<file path="src/rtl/intl_pkg.sv">
// Shared encodings for the interlock aggregator: FSM state values and source indices.
package intl_pkg;

    localparam logic [1:0] ST_NORMAL  = 2'd0;
    localparam logic [1:0] ST_TRIPPED = 2'd1;
    localparam logic [1:0] ST_RECOVER = 2'd2;

    localparam int SRC_OSC  = 0;
    localparam int SRC_OV   = 1;
    localparam int SRC_OC   = 2;
    localparam int SRC_TEMP = 3;

endpackage

</file>
<file path="src/rtl/intl_latch_bank.sv">
// Per-source sticky interlock latches: masked set, source-qualified clear, set wins over clear.
module intl_latch_bank #(
    parameter int N_SRC = 8
) (
    input  logic             i_clk,
    input  logic             i_rst,
    input  logic [N_SRC-1:0] i_intl_src,
    input  logic [N_SRC-1:0] i_intl_mask,
    input  logic             i_clr,
    output logic [N_SRC-1:0] o_set,
    output logic [N_SRC-1:0] o_latch,
    output logic [N_SRC-1:0] o_latch_next,
    output logic             o_next_all_clear
);
    import intl_pkg::*;

    logic [N_SRC-1:0] set_s;
    logic [N_SRC-1:0] clr_s;
    logic [N_SRC-1:0] latch_next_s;
    logic [N_SRC-1:0] latch_r;

    // A bit only clears once its source has dropped, so a held clear auto-clears on release.
    always_comb begin
        set_s        = i_intl_src & ~i_intl_mask;
        clr_s        = {N_SRC{i_clr}} & ~i_intl_src;
        latch_next_s = set_s | (latch_r & ~clr_s);
    end

    // Latch vector register.
    always_ff @(posedge i_clk or posedge i_rst) begin
        if (i_rst) begin
            latch_r <= {N_SRC{1'b0}};
        end else begin
            latch_r <= latch_next_s;
        end
    end

    assign o_set            = set_s;
    assign o_latch          = latch_r;
    assign o_latch_next     = latch_next_s;
    assign o_next_all_clear = (latch_next_s == {N_SRC{1'b0}});

endmodule

</file>
<file path="src/rtl/intl_aggregator.sv">
// Interlock aggregator: latches detector flags, captures the first fault and its timestamp,
// and holds a registered shutdown request for MIN_HOLD clocks after all latches clear.
module intl_aggregator
    import intl_pkg::*;
#(
    parameter int N_SRC    = 8,
    parameter int TS_W     = 32,
    parameter int MIN_HOLD = 1000,
    parameter int CNT_W    = 16
) (
    input  logic             i_clk,
    input  logic             i_rst,
    input  logic [N_SRC-1:0] i_intl_src,
    input  logic [N_SRC-1:0] i_intl_mask,
    input  logic             i_clr,
    output logic [N_SRC-1:0] o_intl_latch,
    output logic             o_intl,
    output logic             o_shutdown,
    output logic [N_SRC-1:0] o_first_fault,
    output logic [TS_W-1:0]  o_first_ts,
    output logic [CNT_W-1:0] o_trip_cnt,
    output logic [1:0]       o_state
);
    localparam int HOLD_W = (MIN_HOLD > 1) ? $clog2(MIN_HOLD) : 1;
    localparam logic [HOLD_W-1:0] HOLD_LOAD = HOLD_W'(MIN_HOLD - 1);

    logic [N_SRC-1:0]  set_s;
    logic [N_SRC-1:0]  latch_s;
    logic [N_SRC-1:0]  latch_next_s;
    logic              next_all_clear_s;
    logic              any_set_s;
    logic [1:0]        state_next_s;
    logic [HOLD_W-1:0] hold_next_s;
    logic              capture_s;

    logic [1:0]        state_r;
    logic [HOLD_W-1:0] hold_r;
    logic [TS_W-1:0]   ts_r;
    logic              shutdown_r;
    logic              intl_r;
    logic [N_SRC-1:0]  first_fault_r;
    logic [TS_W-1:0]   first_ts_r;
    logic [CNT_W-1:0]  trip_cnt_r;

    intl_latch_bank #(.N_SRC(N_SRC)) u_latch_bank (
        .i_clk            (i_clk),
        .i_rst            (i_rst),
        .i_intl_src       (i_intl_src),
        .i_intl_mask      (i_intl_mask),
        .i_clr            (i_clr),
        .o_set            (set_s),
        .o_latch          (latch_s),
        .o_latch_next     (latch_next_s),
        .o_next_all_clear (next_all_clear_s)
    );

    assign any_set_s = |set_s;

    // Trip/recover sequencing; a re-trip from RECOVER stays in the same episode (no capture).
    always_comb begin
        state_next_s = state_r;
        hold_next_s  = hold_r;
        capture_s    = 1'b0;
        case (state_r)
            ST_NORMAL: begin
                if (any_set_s) begin
                    state_next_s = ST_TRIPPED;
                    capture_s    = 1'b1;
                end else begin
                    state_next_s = ST_NORMAL;
                end
            end
            ST_TRIPPED: begin
                if (next_all_clear_s) begin
                    state_next_s = ST_RECOVER;
                    hold_next_s  = HOLD_LOAD;
                end else begin
                    state_next_s = ST_TRIPPED;
                end
            end
            ST_RECOVER: begin
                if (any_set_s) begin
                    state_next_s = ST_TRIPPED;
                end else if (hold_r == {HOLD_W{1'b0}}) begin
                    state_next_s = ST_NORMAL;
                end else begin
                    hold_next_s = hold_r - {{(HOLD_W-1){1'b0}}, 1'b1};
                end
            end
            default: begin
                state_next_s = ST_NORMAL;
                hold_next_s  = {HOLD_W{1'b0}};
            end
        endcase
    end

    // State, hold counter, timestamp and registered status outputs.
    always_ff @(posedge i_clk or posedge i_rst) begin
        if (i_rst) begin
            state_r    <= ST_NORMAL;
            hold_r     <= {HOLD_W{1'b0}};
            ts_r       <= {TS_W{1'b0}};
            shutdown_r <= 1'b0;
            intl_r     <= 1'b0;
        end else begin
            state_r    <= state_next_s;
            hold_r     <= hold_next_s;
            ts_r       <= ts_r + TS_W'(1);
            shutdown_r <= (state_next_s != ST_NORMAL);
            intl_r     <= |latch_next_s;
        end
    end

    // First-fault capture and saturating trip count, updated only on NORMAL->TRIPPED.
    always_ff @(posedge i_clk or posedge i_rst) begin
        if (i_rst) begin
            first_fault_r <= {N_SRC{1'b0}};
            first_ts_r    <= {TS_W{1'b0}};
            trip_cnt_r    <= {CNT_W{1'b0}};
        end else if (capture_s) begin
            first_fault_r <= set_s;
            first_ts_r    <= ts_r;
            if (trip_cnt_r != {CNT_W{1'b1}}) begin
                trip_cnt_r <= trip_cnt_r + CNT_W'(1);
            end else begin
                trip_cnt_r <= trip_cnt_r;
            end
        end else begin
            first_fault_r <= first_fault_r;
            first_ts_r    <= first_ts_r;
            trip_cnt_r    <= trip_cnt_r;
        end
    end

    assign o_intl_latch  = latch_s;
    assign o_intl        = intl_r;
    assign o_shutdown    = shutdown_r;
    assign o_first_fault = first_fault_r;
    assign o_first_ts    = first_ts_r;
    assign o_trip_cnt    = trip_cnt_r;
    assign o_state       = state_r;

endmodule
</file>
<file path="config.mk">
export PLATFORM = sky130hd
export DESIGN_NAME = intl_aggregator
export DESIGN_NICKNAME = d
export VERILOG_FILES = /design/src/rtl/intl_pkg.sv /design/src/rtl/intl_latch_bank.sv /design/src/rtl/intl_aggregator.sv
export SDC_FILE = /design/constraint.sdc
export NUM_CORES = 1
export LEC_CHECK = 0
export BUFFER_PORTS_ARGS = -buffer_cell sky130_fd_sc_hd__buf_4
export CAP_MARGIN = 20
export CELL_PAD_IN_SITES_DETAIL_PLACEMENT = 0
export CELL_PAD_IN_SITES_GLOBAL_PLACEMENT = 1
export CORE_UTILIZATION = 47
export DETAILED_ROUTE_END_ITERATION = 12
export PLACE_DENSITY_LB_ADDON = 0.25
export SYNTH_ARGS = -nofsm -noshare
export SYNTH_HDL_FRONTEND = slang
export SYNTH_HIERARCHICAL = 1
export SYNTH_SLANG_ARGS = --single-unit
</file>
<file path="constraint.sdc">
create_clock -name i_clk -period 5.6 [get_ports i_clk]
set_input_delay 0 -clock i_clk [delete_from_list [all_inputs] [get_ports i_clk]]
set_output_delay 0 -clock i_clk [all_outputs]
set_load 0.03 [all_outputs]
</file>
==> results of run 1 <==
## power breakdown
group          internal, mW  leakage, nW  total (mW)  switching, mW
Sequential            0.886         1.45       0.962         0.0759
Clock                 0.208       0.0956       0.479          0.271
Combinational         0.235         1.62       0.665          0.430
Total                  1.33         3.16        2.11          0.777
## kinds of logic (layout without fill, tap and decap cells)
kind of cell | after synthesis | in the layout | share of synthesized area
AND/OR/NAND/NOR | 248 | 248 | 0.240
XOR/XNOR | 44 | 44 | 0.0754
multiplexers | 2 | 2 | 0.00416
AO/OA/AOI/OAI | 63 | 63 | 0.0898
buffers and inverters | 41 | 147 | 0.0328
flip-flops | 110 | 110 | 0.539
adder cells (fa/ha/maj) | 8 | 8 | 0.0196
## synth_stat cells (all sizes together) (2+ instances only)
cell type	count	area share
nand2b	6	0.0073
ha	8	0.020
dfrtp	110	0.54
a211oi	6	0.0088
xnor2	18	0.031
a311oi	2	0.0047
buf	7	0.0078
o21a	2	0.0029
a211o	2	0.0034
o22ai	5	0.0061
nor2	10	0.0073
nor2b	12	0.015
a221oi	2	0.0034
nand2	129	0.095
nor3	18	0.018
a21oi	9	0.0088
clkbuf	13	0.0095
and4	12	0.021
o21ai	11	0.012
and2	6	0.0073
and3	5	0.0061
nor3b	2	0.0029
a22o	7	0.012
nor4b	3	0.0051
or4	3	0.0059
inv	21	0.015
a31oi	5	0.0061
nand4	8	0.0098
xor2	26	0.045
nor4	14	0.020
nand3	17	0.017
## metrics by stage
step | setup slack [ps] | total power [mW] | hold WS [ps]
floorplan | 2790 | 1.41 | -184
CTS | 2870 | 2.13 | 3.55
global route | 2740 | 2.23 | 1.89
finish | 2870 | 2.11 | 25.6
global placement | 2920 | 1.62 | -11.5
detailed placement | 2890 | 1.63 | -1.16
## critical path, stage by stage (launching register included)
cell      delay, ps
dfrtp_1         400
nand2b_1        150
a22o_1          220
or4_4           550
nor4_2          250
nor2b_1         150
or2_2           350
o311a_1         340
a211o_1         220
## state kept, by name, summed over array words and instances (netlist names)
name / cells
ts_r: 32
o_first_fault: 8
hold_r: 10
o_first_ts: 32
u_latch_bank/o_latch: 8
o_intl: 1
o_state: 2
o_trip_cnt: 16
o_shutdown: 1
## cell type report
class	instances	area, µm²	share of cell area
clock inverters	7	72.6	0.0116
inverters	21	81.3	0.0129
well taps	136	170	0.0271
repair buffers	110	878	0.140
flip-flops and latches	110	2750	0.438
multi-input cells	365	2200	0.351
clock buffers	9	124	0.0197
## final timing paths
kind	startpoint	end	slack [ps]	depth (start not counted)
max in group asynchronous	i_rst	hold_r[2]	4210	4
worst min-delay path	i_intl_mask[2]	o_first_fault[2]	30	3
min in group asynchronous	i_rst	u_latch_bank/o_latch[2]	160	3
worst min register to register	ts_r[31]	ts_r[31]	470	1
worst max register to register	u_latch_bank/o_latch[2]	hold_r[8]	2870	8
worst max-delay path	u_latch_bank/o_latch[2]	hold_r[8]	2870	8
## timing repair
item                       in CTS  in global routing
setup buffers                   0                  0
setup endpoints to repair       0                  0
hold buffers                   21                  0
hold endpoints to repair       70                  0
## routing by layer
metal,global-route usage,vias up
li1,-,1977
met1,0.290,2011
met2,0.349,84
met3,0.0435,11
met4,0.0526,0
met5,0,-
==> run summary, run 1 <==
Status - finished clean
Die span in x - 106 µm
Worst ir drop on vdd - 0.000269 V
Max clock buf depth - 2
M1 WL - 5080 µm
Vias/cell - 5.39
Post-synth top flop - dfrtp_1
CTS tree - built
Worst clock skew - 11.4 ps
Nets@finish - 644
Lkg Pwr - 3.16 nW
Cell Area, Placed - 5870 µm²
WP data arrival - 2990 ps
Most frequent cells in the layout - 129 x nand2_1, 110 x dfrtp_1, 89 x buf_4, 26 x xor2_1, 21 x dlygate4sd3_1
Via count - 4083
Distinct cell type count after synthesis - 56
GP Congestion - 0.811
Global-route wire length before repair - 19200 µm
Die area - 11300 µm²
Number of H-tree levels - 3
Highest Signal Layer - met4
GRT overflow - 0
Initial DRT Pass Iterations - 4
Initial core utilization - 0.491
Hold Vio Cnt, Final - 0
Initial antenna violation count - 0
Met3 routed WL - 418 µm
Routed len/inst - 14.7 µm
Largest net degree at the start of global routing - 56
Post-Syn Area - 5110 µm²
Fmax - 366 MHz
Final HPWL DP - 7630 µm
Cell count after placement - 721
Slew Limit Fails - 0
Critical Path End Type - flop
Area delta synth->final - 22.9%
Fill cells - 896
Final Cell Area - 6280 µm²
Synthesized instance count - 516
Final wirelength - 11100 µm
Pwr/cell area - 335 nW/µm²
Length of routed met2 wiring - 5500 µm
Vias in the first global route - 3943
Async S/R FF share, synth - 1.00
Root Buffer - clkbuf_8
FP Rows - 37
CORE AREA - 10400 µm²
Die height - 106 µm
RSZ-0062 raised after global routing - no
Worst-margin pin slew - 871 ps
CTS resizes - 0
Final ANT Viol Nets - 0
Tmin final - 2730 ps
TNS Setup - 0 ps
Clock Latency Late Sink - 370 ps
CP Max Fanout - 6
Iter 0 DRT Violations - 155
Seq/Total Area, Yosys - 0.539
Commonest non-fill, non-tap cell in the layout - nand2_1
Final Non-Filler Cells - 758
Maxcap violations - 0
I/O Pins - 87
Total track usage - 0.213
EDFF count, synth - 0
Syn_nets - 543
Final Setup Violations - 0
Share of layout cells above drive strength 1 - 0.190
Relative slew slack - 0.411
Mean Syn Cell Area - 9.91 µm²
Tcrit/Tclk final - 0.488
DR DRC count - 0
Worst endpoint required time - 5860 ps
CTS clk-pin slew, worst paths - 100 ps
Port Buffers - 86
Final core occ - 0.603
Final antenna diode count - 0
Critical path launch point type - flop
Crit Path Class - flop to flop
HP Class - input port to flop
Clk sinks - 110
TritonCTS Buffers - 9
Post-synthesis register bit count - 110
Ys Warns - 6
Note: power is estimated with default switching activity, not from simulation.
==> run 2: changes to the inputs <==
Settings changed: CORE_UTILIZATION 47 to 43.
Clock period 5.6 ns to 2.8 ns, I/O delays scaled along.
==> run 2 against run 1 <==
- the run now ends with DRC left
- combinational power up 100%
- critical path depth rose by 1
- first-iteration DRC count up 28%
- die area grew 9.1%
- register-to-register slack lost 2800 ps
- routed wire length increased by 3.9%
- sequential share of layout area fell by 1.2 points
- non-clock buffer count decreased by 2
- hold slack better by 9.1 ps
- sequential power grew 100%
- maximum frequency down 0.54%
- critical path type unchanged
- critical endpoint unchanged
==> run summary, run 2 (synthesis gave the netlist of run 1 again) <==
Crit-path cells - nand2b_1 > a22o_1 > or4_4 > nor4_2 > nor2b_2 > or2_2 > buf_4 > nor4_2 > a211o_1
Initial core utilization - 0.444 (-0.0469)
Via count - 4022 (-1.5%)
FP Rows - 39 (+5.4%)
GP Congestion - 0.831 (+2.5%)
Fmax - 364 MHz (-0.54%)
CORE AREA - 11500 µm² (+11%)
Share of layout cells above drive strength 1 - 0.202 (+0.0119)
Critical path's most frequent cell - nor4_2
CP Max Fanout - 5 (-1)
Die height - 111 µm (+4.5%)
RSZ-0062 raised after global routing - no
Routed len/inst - 15.2 µm (+3.2%)
Die area - 12300 µm² (+9.1%)
Final antenna diode count - 0 (unchanged)
Crit Path Class - flop to flop
Slowest stage delay, CP - 540 ps (about the same)
Status - finished with violations
Final Non-Filler Cells - 763 (+0.66%)
Largest net degree at the start of global routing - 59 (+5.4%)
Final Setup Violations - 0 (unchanged)
I/O Pins - 87 (unchanged)
Port Buffers - 86 (unchanged)
Area delta synth->final - 26.5%
Tmin final - 2750 ps (+14.7 ps)
Maxcap violations - 0 (unchanged)
Most frequent cells in the layout - 129 x nand2_1, 109 x dfrtp_1, 92 x buf_4, 26 x xor2_1, 19 x inv_1
Worst path top cell family by delay - simple AND/OR/NAND/NOR gates
Critical path launch point type - flop
Failing checks - DRC
CTS clk-pin slew, worst paths - 70 ps (-30 ps)
Cell count after placement - 732 (+1.5%)
TritonCTS Buffers - 9 (unchanged)
Worst-margin pin slew - 760 ps (-112 ps)
Die span in x - 111 µm (+4.5%)
Nets@finish - 642 (-0.31%)
Worst ir drop on vdd - 0.000571 V (+110%)
Worst endpoint required time - 3080 ps (-2780 ps)
Pwr/cell area - 751 nW/µm² (+120%)
Relative slew slack - 0.487 (+0.0756)
Max clock buf depth - 2 (unchanged)
Slew Limit Fails - 0 (unchanged)
GRT overflow - 0 (unchanged)
Initial DRT Pass Iterations - 8 (+4)
Hold Vio Cnt, Final - 0 (unchanged)
Critical Path End Type - flop
Final wirelength - 11600 µm (+3.9%)
Clk sinks - 110 (unchanged)
Global-route wire length before repair - 20000 µm (+4.5%)
Final ANT Viol Nets - 0 (unchanged)
Vias/cell - 5.27 (-2.1%)
Number of H-tree levels - 3 (unchanged)
HP Class - input port to flop
Tcrit/Tclk final - 0.981 (+0.493)
WP data arrival - 3020 ps (+30 ps)
Final HPWL DP - 7870 µm (+3.0%)
Worst clock skew - 8.27 ps (-3.16 ps)
Initial antenna violation count - 0 (unchanged)
Lkg Pwr - 3.25 nW (+2.6%)
Vias in the first global route - 4001 (+1.5%)
DR DRC count - 6 (+6)
Number of buffers and inverters on the critical path - 1 (+1)
Root Buffer - clkbuf_16
Iter 0 DRT Violations - 199 (+28%)
TNS Setup - 0 ps (unchanged)
Clock Latency Late Sink - 340 ps (-30 ps)
Total track usage - 0.203 (-0.00965)
Commonest non-fill, non-tap cell in the layout - nand2_1
Slowest-stage cell, CP - or4_4
CTS tree - built
Postcts setup bufs - 0 (unchanged)
-- run 2: changes by cell type in the layout (fill, tap and decap cells not counted), moves of 3 or more --
cell,previous run,this run
buf_4,89,92
clkbuf_8,9,0
bufinv_16,1,4
dlygate4sd3_1,21,15
clkbuf_16,0,9
-- run 2: where the power goes --
part	total, mW	internal, mW	switching (mW)
combinational	1.36	0.491	0.870
sequential	1.93	1.77	0.152
clock	1.57	0.975	0.591
total	4.85	3.24	1.61
-- run 2: final timing paths --
check / startpoint / endpoint / slack (ps) / cells after the start
hold / removal: i_intl_src[5] / o_first_fault[5] / 30 / 4
hold reg to reg: ts_r[31] / ts_r[31] / 470 / 1
max in group asynchronous: i_rst / o_shutdown / 1710 / 4
min in group asynchronous: i_rst / u_latch_bank/o_latch[1] / 210 / 3
setup reg to reg: u_latch_bank/o_latch[2] / hold_r[8] / 50 / 9
setup / recovery: u_latch_bank/o_latch[2] / hold_r[8] / 50 / 9
-- run 2: timing repair --
item,in CTS,in global routing
gates resized for setup,0,3
hold endpoints to repair,79,0
setup endpoints to repair,0,3
hold buffers,15,0
-- run 2: worst register-to-register path: stages, from the launching register on --
cell	delay [ps]
dfrtp_2	410
nand2b_1	150
a22o_1	210
or4_4	540
nor4_2	300
nor2b_2	120
or2_2	300
buf_4	160
nor4_2	320
a211o_1	160
-- run 2: final cells by class --
| type | count | area, µm² |
|---|---|---|
| fillers | 1032 | 5050 |
| clock buffers | 10 | 229 |
| flip-flops and latches | 110 | 2750 |
| inverters | 21 | 81.3 |
| clock inverters | 6 | 145 |
| multi-input cells | 365 | 2220 |
| well taps | 143 | 179 |
| repair buffers | 108 | 861 |
-- run 2: routing by layer --
| metal | vias up | GRT usage | share of wire |
|---|---|---|---|
| met5 | - | 0 | 0 |
| met3 | 15 | 0.0328 | 0.046 |
| met4 | 0 | 0.0694 | 0.013 |
| met2 | 91 | 0.317 | 0.46 |
| li1 | 1986 | - | - |
| met1 | 1930 | 0.289 | 0.48 |
-- run 2: metrics by stage --
| step | area [µm²] | utilization | setup WS, ps | power, mW | hold slack (ps) |
|---|---|---|---|---|---|
| after detailed placement | 5930 | 0.515 | 108 | 3.30 | 1.04 |
| after global placement | 5930 | 0.515 | 139 | 3.28 | -11.5 |
| after CTS | 6450 | 0.560 | 39.8 | 4.89 | 20.2 |
| after global routing | 6470 | 0.561 | 4.45 | 5.10 | 38.0 |
| after floorplan | 5110 | - | 13.5 | 2.82 | -184 |
| final | 6470 | 0.561 | 53.0 | 4.85 | 34.7 |
